## src/rtl/rc4_decrypt_core.sv

```systemverilog
// RC4 keystream generator and message decryptor: walks the shuffled S array,
// swaps entries, XORs keystream with the encrypted ROM and flags non-text output.
module rc4_decrypt_core #(
  parameter int MSG_LEN = 32,
  parameter int MSG_AW  = 5
) (
  input  logic              clk,
  input  logic              reset,
  input  logic              start,
  output logic [7:0]        s_addr,
  input  logic [7:0]        s_rdata,
  output logic [7:0]        s_wdata,
  output logic              s_wren,
  output logic [MSG_AW-1:0] rom_addr,
  input  logic [7:0]        rom_rdata,
  output logic [MSG_AW-1:0] dec_addr,
  output logic [7:0]        dec_wdata,
  output logic              dec_wren,
  output logic              busy,
  output logic              done,
  output logic              msg_valid
);

  typedef enum logic [3:0] {
    ST_IDLE, ST_INC_I, ST_RD_SI, ST_CAP_SI, ST_RD_SJ, ST_CAP_SJ,
    ST_WR_SI, ST_WR_SJ, ST_RD_F, ST_CAP_F, ST_WR_DEC, ST_DONE
  } state_t;

  localparam logic [MSG_AW-1:0] K_LAST = MSG_AW'(MSG_LEN - 1);
  localparam logic [MSG_AW-1:0] K_ONE  = {{(MSG_AW-1){1'b0}}, 1'b1};

  state_t            state_r, state_nxt_s;
  logic [7:0]        i_r, j_r, si_r, sj_r, f_r, enc_r;
  logic [7:0]        i_nxt_s, j_nxt_s, si_nxt_s, sj_nxt_s, f_nxt_s, enc_nxt_s;
  logic [MSG_AW-1:0] k_r, k_nxt_s;
  logic              valid_r, valid_nxt_s;
  logic [7:0]        dec_byte_s;

  // Accept only lowercase letters and space as plausible plaintext.
  function automatic logic byte_is_text(input logic [7:0] b);
    byte_is_text = (b == 8'h20) || ((b >= 8'h61) && (b <= 8'h7A));
  endfunction

  assign dec_byte_s = f_r ^ enc_r;

  // State and datapath registers.
  always_ff @(posedge clk or posedge reset) begin
    if (reset) begin
      state_r <= ST_IDLE;
      i_r     <= 8'h00;
      j_r     <= 8'h00;
      k_r     <= {MSG_AW{1'b0}};
      si_r    <= 8'h00;
      sj_r    <= 8'h00;
      f_r     <= 8'h00;
      enc_r   <= 8'h00;
      valid_r <= 1'b0;
    end else begin
      state_r <= state_nxt_s;
      i_r     <= i_nxt_s;
      j_r     <= j_nxt_s;
      k_r     <= k_nxt_s;
      si_r    <= si_nxt_s;
      sj_r    <= sj_nxt_s;
      f_r     <= f_nxt_s;
      enc_r   <= enc_nxt_s;
      valid_r <= valid_nxt_s;
    end
  end

  // Next-state, datapath updates and memory port decode from the registered state.
  always_comb begin
    state_nxt_s = state_r;
    i_nxt_s     = i_r;
    j_nxt_s     = j_r;
    k_nxt_s     = k_r;
    si_nxt_s    = si_r;
    sj_nxt_s    = sj_r;
    f_nxt_s     = f_r;
    enc_nxt_s   = enc_r;
    valid_nxt_s = valid_r;
    s_addr      = 8'h00;
    s_wdata     = 8'h00;
    s_wren      = 1'b0;
    rom_addr    = {MSG_AW{1'b0}};
    dec_addr    = {MSG_AW{1'b0}};
    dec_wdata   = 8'h00;
    dec_wren    = 1'b0;
    busy        = 1'b1;
    done        = 1'b0;
    msg_valid   = 1'b0;
    case (state_r)
      ST_IDLE: begin
        busy        = 1'b0;
        i_nxt_s     = 8'h00;
        j_nxt_s     = 8'h00;
        k_nxt_s     = {MSG_AW{1'b0}};
        valid_nxt_s = 1'b1;
        if (start) state_nxt_s = ST_INC_I;
        else       state_nxt_s = ST_IDLE;
      end
      ST_INC_I: begin
        i_nxt_s     = i_r + 8'd1;
        state_nxt_s = ST_RD_SI;
      end
      ST_RD_SI: begin
        s_addr      = i_r;
        rom_addr    = k_r;
        state_nxt_s = ST_CAP_SI;
      end
      ST_CAP_SI: begin
        si_nxt_s    = s_rdata;
        enc_nxt_s   = rom_rdata;
        j_nxt_s     = j_r + s_rdata;
        state_nxt_s = ST_RD_SJ;
      end
      ST_RD_SJ: begin
        s_addr      = j_r;
        state_nxt_s = ST_CAP_SJ;
      end
      ST_CAP_SJ: begin
        sj_nxt_s    = s_rdata;
        state_nxt_s = ST_WR_SI;
      end
      ST_WR_SI: begin
        s_addr      = i_r;
        s_wdata     = sj_r;
        s_wren      = 1'b1;
        state_nxt_s = ST_WR_SJ;
      end
      ST_WR_SJ: begin
        s_addr      = j_r;
        s_wdata     = si_r;
        s_wren      = 1'b1;
        state_nxt_s = ST_RD_F;
      end
      ST_RD_F: begin
        s_addr      = si_r + sj_r;
        state_nxt_s = ST_CAP_F;
      end
      ST_CAP_F: begin
        f_nxt_s     = s_rdata;
        state_nxt_s = ST_WR_DEC;
      end
      ST_WR_DEC: begin
        dec_addr  = k_r;
        dec_wdata = dec_byte_s;
        dec_wren  = 1'b1;
        // Abort on the first non-text byte so bad keys are rejected early.
        if (!byte_is_text(dec_byte_s)) begin
          valid_nxt_s = 1'b0;
          state_nxt_s = ST_DONE;
        end else if (k_r == K_LAST) begin
          state_nxt_s = ST_DONE;
        end else begin
          k_nxt_s     = k_r + K_ONE;
          state_nxt_s = ST_INC_I;
        end
      end
      ST_DONE: begin
        busy      = 1'b0;
        done      = 1'b1;
        msg_valid = valid_r;
        if (!start) state_nxt_s = ST_IDLE;
        else        state_nxt_s = ST_DONE;
      end
      default: begin
        busy        = 1'b0;
        state_nxt_s = ST_IDLE;
      end
    endcase
  end

endmodule

```

## config.mk

```make
export PLATFORM = sky130hd
export DESIGN_NAME = rc4_decrypt_core
export DESIGN_NICKNAME = d
export VERILOG_FILES = /design/src/rtl/rc4_decrypt_core.sv
export SDC_FILE = /design/constraint.sdc
export NUM_CORES = 1
export LEC_CHECK = 0
export CAP_MARGIN = 20
export CORE_ASPECT_RATIO = 1.4
export CORE_MARGIN = 10
export CORE_UTILIZATION = 58
export DETAILED_ROUTE_END_ITERATION = 8
export PLACE_DENSITY = 0.86
export RECOVER_POWER = 25
export SETUP_SLACK_MARGIN = 0.3
export SYNTH_ARGS = -nofsm -noshare
export SYNTH_HDL_FRONTEND = slang
export SYNTH_SLANG_ARGS = --single-unit
export TNS_END_PERCENT = 100
```

## constraint.sdc

```tcl
create_clock -name clk -period 4.95 [get_ports clk]
set_input_delay 0.99 -clock clk [delete_from_list [all_inputs] [get_ports clk]]
set_output_delay 0.99 -clock clk [all_outputs]
set_load 0.005 [all_outputs]
```

==> out/metrics.yaml, run 1 <==
grt_pass1_vias: 2992
ioPinCount: 58
slowest_delay_ns: 0.52
crit_top_cell: "o21ai_0"
rr_endpoint: "k_r[3]"
wl_um: 8860
netlist_area_um2: 3510
swShare_pct: 40.9
ir_drop_mv: 0.400
cts-root-buf: "clkbuf_8"
drcViolationCount: 0
final_cells: 478
drv_cap: 0
ys_ff_latch: 58
start_kind: "flop"
rsz0062_at_grt: "false"
nNetsFinal: 441
synth_async_sr_flop_share_pct: 100
min_to: "valid_r"
dr.pass1.iters: 7
placed_cells: 462
min_path_type: "reg2reg"
slew_headroom_pct: 41.7
drt_iter0_markers: 179
grt_max_degree: 52
critical_path_class: "reg2out"
clockPowerShare_pct: 17.0
power.internal_w: 0.00151
cts_buffer_depth: 2
final_common_cell: "dfrtp_1"
min_period_ns: 3.81
start_util_pct: 59.8
cts.clk_slew.worst_paths_ns: 0.06
power_density_nw_per_um2: 591
dr_total_vias: 2932
die_x_um: 85.7
finalCritPeriodShare_pct: 77.1
rrSetupSlack_ns: 2.54
coreArea_um2: 5860
final_antenna_net_count: 0
finalPower_w: 0.00256
clk_latency_ns: 0.34
synth_edf_count: 0
seqPwrFrac_pct: 34.4
setup_viol: 0
place_congestion: 0.941
holdWs_ns: 0.504
p_switching_w: 0.00105
cp_cell_sequence: "ha_1 > inv_1 > fa_1 > nor2b_1 > o21ai_0 > a21oi_1 > o21ai_0 > mux2_2 > o21ai_1 > clkdlybuf4s50_1"
postCtsResizedCells: 0
cts_sinks: 58
total_leakage_power_nw: 1.91
synth_top_cell_area_share_pct: 41.4
n_antenna_cell: 0
yosysUniqueCellTypes: 49
fin_setup_tns_ns: 0
final_hold_viol_count: 0
critical_path.top_delay_family: "buffers and inverters"
ff2ff_path_depth: 7
die_y_um: 112
r2r_start: "state_r[0]"
status: "finished, final reports clean"
cp_max_fo: 3
port_buffers: 57
slew_viol_final: 0
max_freq_mhz: 262
antenna_found_initial: 0
fill_cells: 424
arrival_ns: 2.82
grt.overflow.total: 0
synth_flop_cell: "dfrtp_1"
worst_slew_pin_slew_ns: 0.875
syn-num-nets: 382
layout_common_cells: "dfrtp_1 (58), clkdlybuf4s50_1 (55), nor2_1 (29), mux2_2 (29), nand2_1 (20)"
yosys-top-cells-area: "dfrtp_1 (41%), mux2_2 (9.3%), ha_1 (6.1%), nor2_1 (3.1%), and2_1 (3.0%)"
viasPerCell: 6.13
post-cts-setup-buffer-count: 0
dieArea_um2: 9600
ys_warn_count: 0
synthCells: 344
postCtsHoldBufs: 0
wl_per_cell_um: 18.5
numCtsBuffers: 9
fin_worst_skew_ns: 0.00665
slowest_stage: "clkdlybuf4s50_1"
cp_data_required_time_ns: 3.96
cts.htree.levels: 3
yosys.area.top_type: "dfrtp_1"
worst-path-buf-inv: 2
dp_hpwl_um: 6620
grt_use_total_pct: 18.9
syn_to_final_growth_pct: 23.4
drive_gt1_share_pct: 13.0
grt_first_pass_wirelength_um: 14700
crit_path_end_kind: "output port"
whs_path_depth: 2
num_rows: 33
synth-seq-area-share_pct: 41.4
cts_tree: "yes"
p_comb_share_pct: 48.6
hp-start: "valid_r"
synth_area_per_cell_um2: 10.2
-- cell usage after synthesis (all sizes together), types with 6 or more instances --
cell type	instances
nor3	12
mux2i	9
xor2	13
dfrtp	58
a22o	10
and2	17
a21oi	12
ha	17
o21ai	20
mux2	32
nor2	29
nand2	20
nand2b	9
xnor2	10
buf	6
inv	13
-- state kept, by name, summed over array words and instances, names as in the netlist, 4 cells and up --
name,count
enc_r,8
f_r,8
i_r,8
j_r,8
si_r,8
sj_r,8
k_r,5
state_r,4
-- worst max path at each step --
stage                  from        end  slack [ns]  cells after the start
floorplan           si_r[0]  s_addr[6]        2.17                      9
global placement    si_r[0]  s_addr[6]        1.60                     10
detailed placement  sj_r[0]  s_addr[6]        1.52                     10
CTS                 sj_r[0]  s_addr[6]        1.12                     10
global route        sj_r[0]  s_addr[6]        0.90                     10
finish              sj_r[0]  s_addr[6]        1.14                     10
-- per-stage QoR --
stage	instance area (um2)	setup WS, ns	utilization [%]
2_1_floorplan	3510	2.17	-
3_3_place_gp	4130	1.60	70.5
3_5_place_dp	4130	1.52	70.5
4_1_cts	4340	1.12	73.9
5_1_grt	4330	0.902	73.9
6_report	4330	1.14	73.9
-- routing by layer --
layer  up-vias  part of all wire, %  track usage [%]
li1       1350                    -                -
met1      1442                   37             20.5
met2       114                   53             32.2
met3        26                  5.7             4.34
met4         0                  3.8             11.6
met5         -                    0                0
-- worst register-to-register path, cell delays in order (launching register included) --
cell	delay (ns)
dfrtp_1	0.70
nand2b_1	0.37
or2_1	0.38
inv_2	0.20
nand4_1	0.15
a2111oi_2	0.26
xnor2_1	0.16
nor2_1	0.05
-- logic make-up (layout without fill, tap and decap cells) --
kind of cell	Yosys count	after routing	share of synthesized area, %
AOI/OAI and AO/OA	71	71	13.9
xor gates and xnor gates	23	23	5.96
adders and majority gates	19	19	7.20
buffers and inverters	24	88	2.75
DFF	58	58	41.4
muxes	41	41	12.8
and+or+nand+nor	108	108	15.9
-- cell type report --
| class | count | area, um2 | area share [%] |
|---|---|---|---|
| clock buffer | 15 | 196 | 4.54 |
| clock inverter | 1 | 5.00 | 0.116 |
| inverter | 13 | 48.8 | 1.13 |
| multi-input combinational | 262 | 1960 | 45.2 |
| sequential | 58 | 1450 | 33.5 |
| tap | 70 | 87.6 | 2.02 |
| timing repair buffer | 59 | 586 | 13.5 |
-- power by group through the flow --
stage | sequential [W] | clock [W] | combinational [W]
floorplan | 0.000779 | 0 | 0.000964
global placement | 0.000870 | 0 | 0.00120
detailed placement | 0.000884 | 0 | 0.00123
CTS | 0.000876 | 0.000440 | 0.00124
global route | 0.000907 | 0.000458 | 0.00139
finish | 0.000881 | 0.000435 | 0.00124
Note: power is estimated with default switching activity, not from simulation.
==> run 2: changes to the inputs <==
Settings changed: CORE_UTILIZATION 58 to 54, PLACE_DENSITY 0.86 to 0.81.
Clock period 4.95 ns to 3.9 ns, I/O delays scaled along.
==> run 2 against run 1 <==
Register-to-register slack worse by 0.85 ns; worst setup slack worse by 0.69 ns; wire length down 0.28%; die area up 5.9%; combinational power up 33%; critical endpoint is now s_addr[4]; highest routed layer unchanged.
==> out/metrics.yaml, run 2 (synthesis gave the netlist of run 1 again) <==
rrSetupSlack_ns: 1.69
cts-root-buf: "clkbuf_8"
start_util_pct: 56.1
grt_use_total_pct: 18.1
dr.pass1.iters: 4
grt_first_pass_wirelength_um: 14600
wl_um: 8840
arrival_ns: 2.67
rsz0062_at_grt: "false"
setup_viol: 0
nNetsFinal: 444
post-route-util_pct: 69.8
syn_to_final_growth_pct: 24.4
slowest_stage: "clkdlybuf4s50_1"
cts.htree.levels: 3
die_x_um: 88.1
holdWs_ns: 0.504
slew_viol_final: 0
min_period_ns: 3.45
top_usage_layer: "met2"
die_y_um: 115
worst-path-buf-inv: 3
grt_max_degree: 32
antenna_found_initial: 0
met2_usage_pct: 32.5
met1_usage_pct: 19.9
num_rows: 34
slew_headroom_pct: 21.4
min_path_type: "reg2reg"
drt_iter0_markers: 165
cp_cell_sequence: "ha_1 > inv_1 > fa_1 > nor2b_1 > o21ai_0 > a21oi_1 > buf_4 > nor3_1 > a221o_1 > clkdlybuf4s50_1"
coreArea_um2: 6250
total_leakage_power_nw: 1.95
cts_sinks: 58
cp.depth: 10
r2r_start: "state_r[3]"
crit_path_end_kind: "output port"
critical_path_class: "reg2out"
power_density_nw_per_um2: 752
critical_path.startpoint: "sj_r[0]"
cts.clk_slew.worst_paths_ns: 0.06
clk_latency_ns: 0.34
status: "finished, final reports clean"
fin_setup_tns_ns: 0
layout_common_cells: "dfrtp_1 (58), clkdlybuf4s50_1 (54), nor2_1 (29), mux2_2 (29), nand2_1 (20)"
final_hold_viol_count: 0
ff2ff_path_depth: 7
n_antenna_cell: 0
cts_tree: "yes"
drive_gt1_share_pct: 14.1
fin_worst_skew_ns: 0.00687
ir_drop_mv: 0.425
finalPower_w: 0.00328
dr_total_vias: 2863
worst_slew_pin_slew_ns: 1.18
final_antenna_net_count: 0
dieArea_um2: 10200
place_congestion: 0.818
endpoint: "s_addr[4]"
ioPinCount: 58
place_area_um2: 4150
start_kind: "flop"
slowest_delay_ns: 0.45
port_buffers: 57
numCtsBuffers: 9
wl_per_cell_um: 18.3
grt.overflow.total: 0
viasPerCell: 5.93
cp_data_required_time_ns: 3.12
cp_max_fo: 3
max_freq_mhz: 289
finalCritPeriodShare_pct: 88.6
rr_endpoint: "k_r[3]"
final_common_cell: "dfrtp_1"
drcViolationCount: 0
grt_pass1_vias: 2989
cts_buffer_depth: 2
dp_hpwl_um: 6650
use_met3_pct: 2.48
final_area_um2: 4360
critical_path.top_delay_family: "buffers and inverters"
drv_cap: 0
run 2: cell types whose count changed in the layout (fill, tap and decap cells not counted), sizes merged:
cell	change
buf	+3
bufinv	+1
clkbuf	-4
clkdlybuf4s50	-1
clkinv	+3
dlymetal6s2s	+1
run 2: power by group:
group,internal (W),leakage (nW),total [W],switching (W)
clock network,0.000310,0.103,0.000547,0.000238
logic,0.000796,1.11,0.00165,0.000851
registers,0.000836,0.735,0.00109,0.000252
run 2: metal layers:
metal / up-vias / part of all wire, %
met5: - / 0
met4: 0 / 3.2
met3: 20 / 4.2
met2: 77 / 55
met1: 1415 / 38
li1: 1351 / -
run 2: worst reg2reg max path: stages, from the launching register on:
cell	delay (ns)
dfrtp_1	0.63
nand2b_1	0.24
or2_1	0.41
inv_2	0.20
nand4_1	0.15
a2111oi_2	0.27
xnor2_1	0.17
nor2_1	0.05
run 2: area by class of cell:
cell class                 instances  area (um2)
clock buffer                      11         141
sequential                        58        1450
inverter                          13        48.8
timing repair buffer              62         611
multi-input combinational        262        1970
fill                             496        1890
tap                               72        90.1
clock inverter                     5        53.8
run 2: timing repair:
action,in CTS,in global routing
hold buffers,0,0
gates resized for setup,0,3
pin swaps,1,1
setup buffers,0,1
setup endpoints to repair,1,2
run 2: worst min-delay path by stage:
stage | depth (start not counted) | slack [ns] | end | from
final | 2 | 0.50 | valid_r | valid_r
after global routing | 2 | 0.55 | valid_r | valid_r
after CTS | 2 | 0.51 | valid_r | valid_r
after detailed placement | 2 | 0.49 | valid_r | valid_r
after global placement | 2 | 0.49 | valid_r | valid_r
after floorplan | 2 | 0.46 | valid_r | valid_r
run 2: per-stage QoR:
| stage | instances | setup WS (ns) |
|---|---|---|
| 3_3_place_gp | 466 | 0.753 |
| 3_5_place_dp | 466 | 0.668 |
| 2_1_floorplan | 344 | 1.33 |
| 6_report | 483 | 0.446 |
| 4_1_cts | 482 | 0.303 |
| 5_1_grt | 483 | 0.277 |
==> run 3: changes to the inputs <==
Settings changed: CORE_UTILIZATION 54 to 35, PLACE_DENSITY 0.81 to unset, RECOVER_POWER 25 to unset.
==> run 3 against run 2 <==
Sequential share of layout area shrank 1.4 points; global-route usage shrank 5.1 points; maximum frequency grew 0.19%; sequential power is essentially flat; via count shrank 2.7%; wire length grew 5.0%; clock skew shrank 0.0029 ns; register-to-register slack gained 0.06 ns; total power grew 6.9%.
==> out/metrics.yaml, run 3 (synthesis gave the netlist of run 1 again) <==
setup_viol: 0
drcViolationCount: 0
drv_cap: 0
viasPerCell: 5.10
cts_tree: "yes"
placed_cells: 529
slew_viol_final: 0
layout_common_cells: "dfrtp_1 (58), clkdlybuf4s50_1 (56), nor2_1 (29), mux2_2 (29), nand2_1 (20)"
min_path_type: "reg2reg"
cts.htree.levels: 3
final_cells: 546
numCtsBuffers: 9
power_density_nw_per_um2: 772
cts.clk_slew.worst_paths_ns: 0.05
start_util_pct: 35.6
status: "finished, final reports clean"
coreArea_um2: 9850
final_hold_viol_count: 0
slew_headroom_pct: 42.8
crit_path_end_kind: "output port"
antenna_found_initial: 0
cp_max_fo: 3
wl_per_cell_um: 17.0
fin_worst_skew_ns: 0.00397
rsz0062_at_grt: "false"
final_antenna_net_count: 0
ioPinCount: 58
arrival_ns: 2.67
grt_max_degree: 32
grt_pass1_vias: 2849
dr.pass1.iters: 4
port_buffers: 57
min_period_ns: 3.45
max_freq_mhz: 290
wl_um: 9280
drive_gt1_share_pct: 14.1
place_congestion: 0.816
cp_data_required_time_ns: 3.12
dieArea_um2: 14500
grt_first_pass_wirelength_um: 15100
dp_hpwl_um: 7190
n_antenna_cell: 0
dr_total_vias: 2787
drt_iter0_markers: 130
cts-root-buf: "clkbuf_16"
grt_use_total_pct: 12.9
die_y_um: 138
worst_slew_pin_slew_ns: 0.855
nNetsFinal: 444
cts_sinks: 58
final_common_cell: "dfrtp_1"
total_leakage_power_nw: 1.99
ir_drop_mv: 0.331
fill_cells: 959
cts_buffer_depth: 2
start_kind: "flop"
critical_path_class: "reg2out"
grt.overflow.total: 0
finalCritPeriodShare_pct: 88.4
die_x_um: 105
clk_latency_ns: 0.32
syn_to_final_growth_pct: 29.7
fin_setup_tns_ns: 0
num_rows: 43
## run 3: cell count changes in the layout (fill, tap and decap cells not counted), sizes merged
cell           before  now
clkbuf             11   14
clkinv              4    1
clkdlybuf4s50      54   56
dlygate4sd3         2    0
## run 3: repair_timing
item                                   in CTS  in global routing
hold buffers                                0                  0
setup buffers                               0                  1
gates resized for setup                     0                  4
setup endpoints to repair                   0                  2
endpoints found under the hold margin       0                  0
## run 3: stage by stage
stage	utilization [%]	instance area, um2	worst slack [ns]	hold slack, ns	total power (W)
after detailed placement	43.0	4230	0.663	0.493	0.00273
final	46.2	4550	0.452	0.503	0.00351
after floorplan	-	3510	1.33	0.464	0.00221
after global routing	46.2	4550	0.305	0.543	0.00379
after global placement	43.0	4230	0.727	0.497	0.00270
after CTS	46.0	4530	0.331	0.505	0.00352
## run 3: metal layers
metal / global-route usage, % / vias up / wire [um]
met2: 23.2 / 51 / 5010
met4: 6.01 / 0 / 163
met5: 0 / - / 0
met3: 2.51 / 11 / 361
met1: 14.2 / 1357 / 3750
li1: - / 1368 / -
## run 3: final timing paths
path                       depth (start not counted)  slack (ns)         to        from
max                                               10        0.45  s_addr[4]     si_r[0]
min                                                2        0.50    valid_r     valid_r
max reg2reg                                        7        1.75     k_r[3]  state_r[3]
min reg2reg                                        2        0.50    valid_r     valid_r
max in group asynchronous                          3        2.19     j_r[1]       reset
min in group asynchronous                          2        0.87   enc_r[1]       reset
## run 3: where the power goes
part | total (W) | switching, W | internal [W] | leakage, nW
registers | 0.00109 | 0.000249 | 0.000838 | 0.735
clock network | 0.000778 | 0.000250 | 0.000527 | 0.147
logic | 0.00164 | 0.000849 | 0.000796 | 1.11
## run 3: cell type report
class,count,area [um2],share of cell area [%]
Multi-Input combinational cell,262,1970,43.3
Sequential cell,58,1450,31.9
Timing Repair Buffer,62,611,13.4
Clock buffer,14,264,5.80
Tap cell,135,169,3.71
Inverter,13,48.8,1.07
Clock inverter,2,35.0,0.770
## run 3: critical path: stages, from the launching register on
cell	delay (ns)
dfrtp_1	0.36
ha_2	0.19
inv_1	0.05
fa_1	0.37
nor2b_1	0.16
o21ai_0	0.11
a21oi_1	0.19
buf_4	0.14
nor3_1	0.04
a221o_1	0.28
clkdlybuf4s50_1	0.45
==> patch 1 (flow settings as in run 1) <==
Encoding of `state_t`: now one-hot (12 bits for 12 states).
--- a/src/rtl/rc4_decrypt_core.sv
+++ b/src/rtl/rc4_decrypt_core.sv
@@ -23,5 +23,5 @@
 
-  typedef enum logic [3:0] {
-    ST_IDLE, ST_INC_I, ST_RD_SI, ST_CAP_SI, ST_RD_SJ, ST_CAP_SJ,
-    ST_WR_SI, ST_WR_SJ, ST_RD_F, ST_CAP_F, ST_WR_DEC, ST_DONE
+  typedef enum logic [11:0] {
+    ST_IDLE = 12'b000000000001, ST_INC_I = 12'b000000000010, ST_RD_SI = 12'b000000000100, ST_CAP_SI = 12'b000000001000, ST_RD_SJ = 12'b000000010000, ST_CAP_SJ = 12'b000000100000,
+    ST_WR_SI = 12'b000001000000, ST_WR_SJ = 12'b000010000000, ST_RD_F = 12'b000100000000, ST_CAP_F = 12'b001000000000, ST_WR_DEC = 12'b010000000000, ST_DONE = 12'b100000000000
   } state_t;
Behaviour: same outputs for any inputs over 10 cycles, from zero or initial values and one cycle with reset high; not proved beyond that.
==> patch 1 against run 1 <==
  * The flow now finishes with violations (capacitance limit, slew limit)
  * Wire length rose by 12%
  * Global-route usage rose by 1.3 points
  * Total power fell by 27%
  * Combinational power fell by 47%
  * Setup slack got worse by 0.59 ns
  * Area after synthesis rose by 8.7%
  * Core utilization fell by 0.11 points
  * Sequential cell count rose by 8
  * Final area rose by 7.2%
  * Critical path type unchanged
  * Critical endpoint is now s_addr[7]
==> patch 1: results (changes against run 1) <==
The run finished, with violations left. The final reports fail on capacitance limit, slew limit. The tools report the final instance count without filler cells as 561 (was 478).

The gate family responsible for the most delay along the worst path is simple AND/OR/NAND/NOR gates (was buffers and inverters). For the length of the first detailed-routing pass in iterations, the log shows 4 (was 7). For the number of gates given a new drive strength after cts, the log shows 0 (unchanged). The instance count of the mapped netlist was 425 (was 344). The total routing resource utilization after global routing is 0.202 (was 0.189), and the largest net degree at the start of global routing is 44 (was 52). The tools report the final net count as 522 (was 441). The logs give 0.000220 V (was 0.000400 V) for the worst-case vdd ir drop and 0 (unchanged) for the antenna diode count. The logs give 463 (was 382) for the synthesized netlist net count and 0.229 (was 0.205) for the routing usage on met1.

Wire length of the first global-routing pass: 16200 µm (was 14700 µm). The logs give 0.433 (was 0.414) for the sequential-to-total area share from yosys stat and 1 (was 0) for the number of max-capacitance violations reported. For the met1 routed wirelength after detailed routing, the log shows 3910 µm (was 3320 µm). The run gives 0.896 (was 0.941) as the final weighted congestion in routability-driven placement. The count of pins over their slew limit was 44 (was 0).

Amount of wire on met2 after detailed routing: 5290 µm (was 4700 µm). For the detailed placer's ending HPWL, the log shows 7590 µm (was 6620 µm). The number of placed instances with taps included is 545 (was 462). The met2 routing resource usage after global routing is 0.357 (was 0.322), and the detail-routed net length per standard cell is 17.7 µm (was 18.5 µm).

The highest net fanout along the worst path came out at 11 (was 3). Post-synth top cells: sky130_fd_sc_hd__nand2_1, sky130_fd_sc_hd__dfrtp_1, sky130_fd_sc_hd__nor2_1 (was sky130_fd_sc_hd__dfrtp_1, sky130_fd_sc_hd__mux2_2, sky130_fd_sc_hd__nor2_1). Delay of the slowest critical-path stage: 0.62 ns (was 0.52 ns). Clock insertion delay at the later pin of the skew report: 0.36 ns (was 0.34 ns). The number of distinct standard cells referenced by the synthesized netlist is 54 (was 49). The cell with the largest stage delay on the worst path is sky130_fd_sc_hd__or4_4 (was sky130_fd_sc_hd__clkdlybuf4s50_1).

The tools report the DRC marker count from the first detailed-route iteration as 259 (was 179). The met3 wirelength from detailed routing was 438 µm (was 505 µm); the fraction of layout instances using a drive strength above 1 was 0.0613 (was 0.130). The register with the most flip-flops in the layout has 12 of them.

The number of vias in the routed layout came out at 3368 (was 2932). The run gives 3396 (was 2992) as the via count of the first global-routing pass. Normalized max-slew margin: -0.0794 (was 0.417). The tools report the static leakage as 2.07 nW (was 1.91 nW). Dominant cells by area after synthesis: sky130_fd_sc_hd__dfrtp_1, sky130_fd_sc_hd__nand2_1, sky130_fd_sc_hd__ha_1 (was sky130_fd_sc_hd__dfrtp_1, sky130_fd_sc_hd__mux2_2, sky130_fd_sc_hd__ha_1). The arrival time of the worst setup path is 3.42 ns (was 2.82 ns).

The clock-pin slew reported for the worst setup and hold paths after clock tree synthesis is 0.08 ns (was 0.06 ns), and the met3 usage in global routing is 0.0302 (was 0.0434).
[patch 1: changes by cell type in the layout (fill, tap and decap cells not counted), moves of 5 or more]
| cell | delta |
|---|---|
| sky130_fd_sc_hd__a21oi_1 | -7 |
| sky130_fd_sc_hd__and2_1 | -6 |
| sky130_fd_sc_hd__dfrtp_1 | +7 |
| sky130_fd_sc_hd__mux2_2 | -29 |
| sky130_fd_sc_hd__mux2i_1 | -6 |
| sky130_fd_sc_hd__nand2_1 | +99 |
| sky130_fd_sc_hd__nand3_1 | +8 |
| sky130_fd_sc_hd__o21ai_0 | -7 |
| sky130_fd_sc_hd__o21ai_1 | +14 |
| sky130_fd_sc_hd__xnor2_1 | +5 |
[patch 1: report_power, final]
part	leakage, nW	switching [mW]	total, mW	internal (mW)
Combinational	1.21	0.392	0.659	0.267
Sequential	0.768	0.0998	0.734	0.635
Clock	0.0945	0.220	0.466	0.246
[patch 1: path summary, 6_finish.rpt]
| check | cells after the start | from | slack, ns | endpoint |
|---|---|---|---|---|
| worst max-delay path | 7 | state_r[11] | 0.54 | s_addr[7] |
| worst min-delay path | 1 | valid_r | 0.47 | valid_r |
| worst max register to register | 6 | state_r[11] | 2.32 | state_r[0] |
| worst min register to register | 1 | valid_r | 0.47 | valid_r |
| max in group asynchronous | 3 | reset | 2.28 | f_r[7] |
| min in group asynchronous | 2 | reset | 1.56 | k_r[2] |
[patch 1: area by class of cell]
| class | instances | area [µm²] |
|---|---|---|
| clock buffer | 10 | 138 |
| clock inverter | 6 | 66.3 |
| fill | 489 | 1650 |
| inverter | 10 | 38.8 |
| multi-input combinational | 337 | 2070 |
| sequential | 66 | 1650 |
| tap | 72 | 90.1 |
| timing repair buffer | 60 | 589 |
[patch 1: stage by stage]
| step | worst slack (ns) | hold WS (ns) | area [µm²] | total power [mW] | util |
|---|---|---|---|---|---|
| 6_report | 0.544 | 0.474 | 4640 | 1.86 | 0.737 |
| 3_3_place_gp | 1.05 | 0.452 | 4450 | 1.36 | 0.707 |
| 5_1_grt | 0.338 | 0.486 | 4640 | 1.97 | 0.737 |
| 3_5_place_dp | 0.922 | 0.458 | 4450 | 1.39 | 0.707 |
| 4_1_cts | 0.559 | 0.476 | 4650 | 1.85 | 0.739 |
| 2_1_floorplan | 2.05 | 0.441 | 3810 | 1.21 | - |
[patch 1: kinds of logic (layout without fill, tap and decap cells)]
group | after synthesis | count (layout) | synth area share
AO/OA/AOI/OAI | 71 | 71 | 0.125
XOR/XNOR | 23 | 23 | 0.0528
adder cells (fa/ha/maj) | 19 | 19 | 0.0663
buffers and inverters | 22 | 86 | 0.0253
flip-flops | 66 | 66 | 0.433
multiplexers | 3 | 3 | 0.00787
AND/OR/NAND/NOR | 221 | 221 | 0.289
==> patch 2 (flow settings as in run 1) <==
Made on the original files. Change the parameter `MSG_AW` from 5 to 7.
--- a/src/rtl/rc4_decrypt_core.sv
+++ b/src/rtl/rc4_decrypt_core.sv
@@ -4,3 +4,3 @@
   parameter int MSG_LEN = 32,
-  parameter int MSG_AW  = 5
+  parameter int MSG_AW  = 7
 ) (
Ports: changed (resized dec_addr and rom_addr); port bits go from 58 to 62. No check against the original RTL was run, so the function may have changed too.
==> patch 2 against run 1 <==
  * The run now ends with capacitance limit, slew limit left
  * Largest power group unchanged
  * Synthesized cell count rose by 5.5%
  * Core utilization fell by 1.6 points
  * Area after synthesis increased by 3.8%
  * Final area up 3.0%
  * First-iteration DRC count grew 19%
  * Global-route usage is 0.28 points higher
  * Setup slack got worse by 0.17 ns
  * Critical path depth is 7 lower
  * Sequential cell count increased by 2
  * Wire length increased by 3.8%
  * Clock power decreased by 2%
  * Total power down 0.96%
==> patch 2: results (changes against run 1) <==
The length of the first detailed-routing pass in iterations came out at 5 (was 7). The tools report the layout multi-input combinational cell count as 277 (was 262). Met3 wirelength from detailed routing: 544 µm (was 505 µm). The normalized max-slew margin came out at -0.288 (was 0.417). The fraction of layout instances using a drive strength above 1 works out to 0.117 (was 0.130). The checks that failed: capacitance limit, slew limit. Detail-routed net length per standard cell: 18.4 µm (was 18.5 µm).

The destination of the worst register-to-register timing path was j_r[2] (was k_r[3]). Amount of wire on met2 after detailed routing: 4790 µm (was 4700 µm). The worst-case register-to-register setup slack was 1.92 ns (was 2.54 ns); the fraction of power consumed by sequential logic was 0.345 (was 0.344).

The tools report the worst hold path endpoint as j_r[7] (was valid_r). The final period demand of the worst path was 3.98 ns (was 3.81 ns); the synthesized netlist net count was 400 (was 382). The routing usage on met1 was 0.226 (was 0.205).

The power density over cell area was 568 nW/µm² (was 591 nW/µm²). The met1 routed wirelength after detailed routing is 3650 µm (was 3320 µm), and the final weighted congestion in routability-driven placement is 0.855 (was 0.941). The worst hold path cell count works out to 1 (was 2). The tools report the number of placed instances with taps included as 485 (was 462). The instance count of the mapped netlist came out at 363 (was 344).

The worst hold path startpoint is j_r[7] (was valid_r). The cell with the largest stage delay on the worst path is sky130_fd_sc_hd__nor4_1 (was sky130_fd_sc_hd__clkdlybuf4s50_1). The net switching power of the design is 1.03 mW (was 1.05 mW).

The count of pins over their slew limit is 47 (was 0), and the sequential-to-total area share from yosys stat is 0.412 (was 0.414). Arrival time of the worst setup path: 2.99 ns (was 2.82 ns). The number of max-capacitance violations reported is 2 (was 0). The fraction of standard cell area in multi-input logic came out at 0.451 (was 0.452). The ratio of routed vias to standard cells was 6.06 (was 6.13). The delay of the slowest critical-path stage is 1.42 ns (was 0.52 ns). Depth of the most critical reg-to-reg path: 3 (was 7). Post-synth top cells: sky130_fd_sc_hd__dfrtp_1, sky130_fd_sc_hd__nor2_1, sky130_fd_sc_hd__mux2_2 (was sky130_fd_sc_hd__dfrtp_1, sky130_fd_sc_hd__mux2_2, sky130_fd_sc_hd__nor2_1).

The number of port buffers is 61 (was 57), and the DRC marker count from the first detailed-route iteration is 213 (was 179). The met3 usage in global routing is 0.0499 (was 0.0434). The tools report the post-route worst hold slack as 0.528 ns (was 0.504 ns).

The run finished, with violations left. The tools report the final standard cell area without fillers as 4460 µm² (was 4330 µm²). The run gives 3090 (was 2992) as the via count of the first global-routing pass.

For the final net count, the log shows 461 (was 441). The number of non-clock buffers is 63 (was 59), and the met2 routing resource usage after global routing is 0.320 (was 0.322).
[patch 2: cell count changes after synthesis, sizes merged, moves of 3 or more]
cell | run 1 | this run
or3 | 2 | 9
o21ai | 20 | 28
mux2 | 32 | 29
xor2 | 13 | 6
o31ai | 0 | 3
nor2 | 29 | 39
xnor2 | 10 | 13
[patch 2: critical path, delay by kind of cell, from the launching register on]
kind / cells / cell delay, ns
DFF: 1 / 0.63
and+or+nand+nor: 1 / 1.42
buffers and inverters: 1 / 0.53
AOI/OAI and AO/OA: 1 / 0.07
[patch 2: cells by family (layout without fill, tap and decap cells)]
logic type	count (synthesis)	after routing	share of synthesized area
flops	60	60	0.412
xor+xnor	19	19	0.0478
buf+inv	26	91	0.0306
mux	40	40	0.120
simple gates	125	125	0.176
compound gates	75	75	0.147
fa+ha+maj	18	18	0.0660
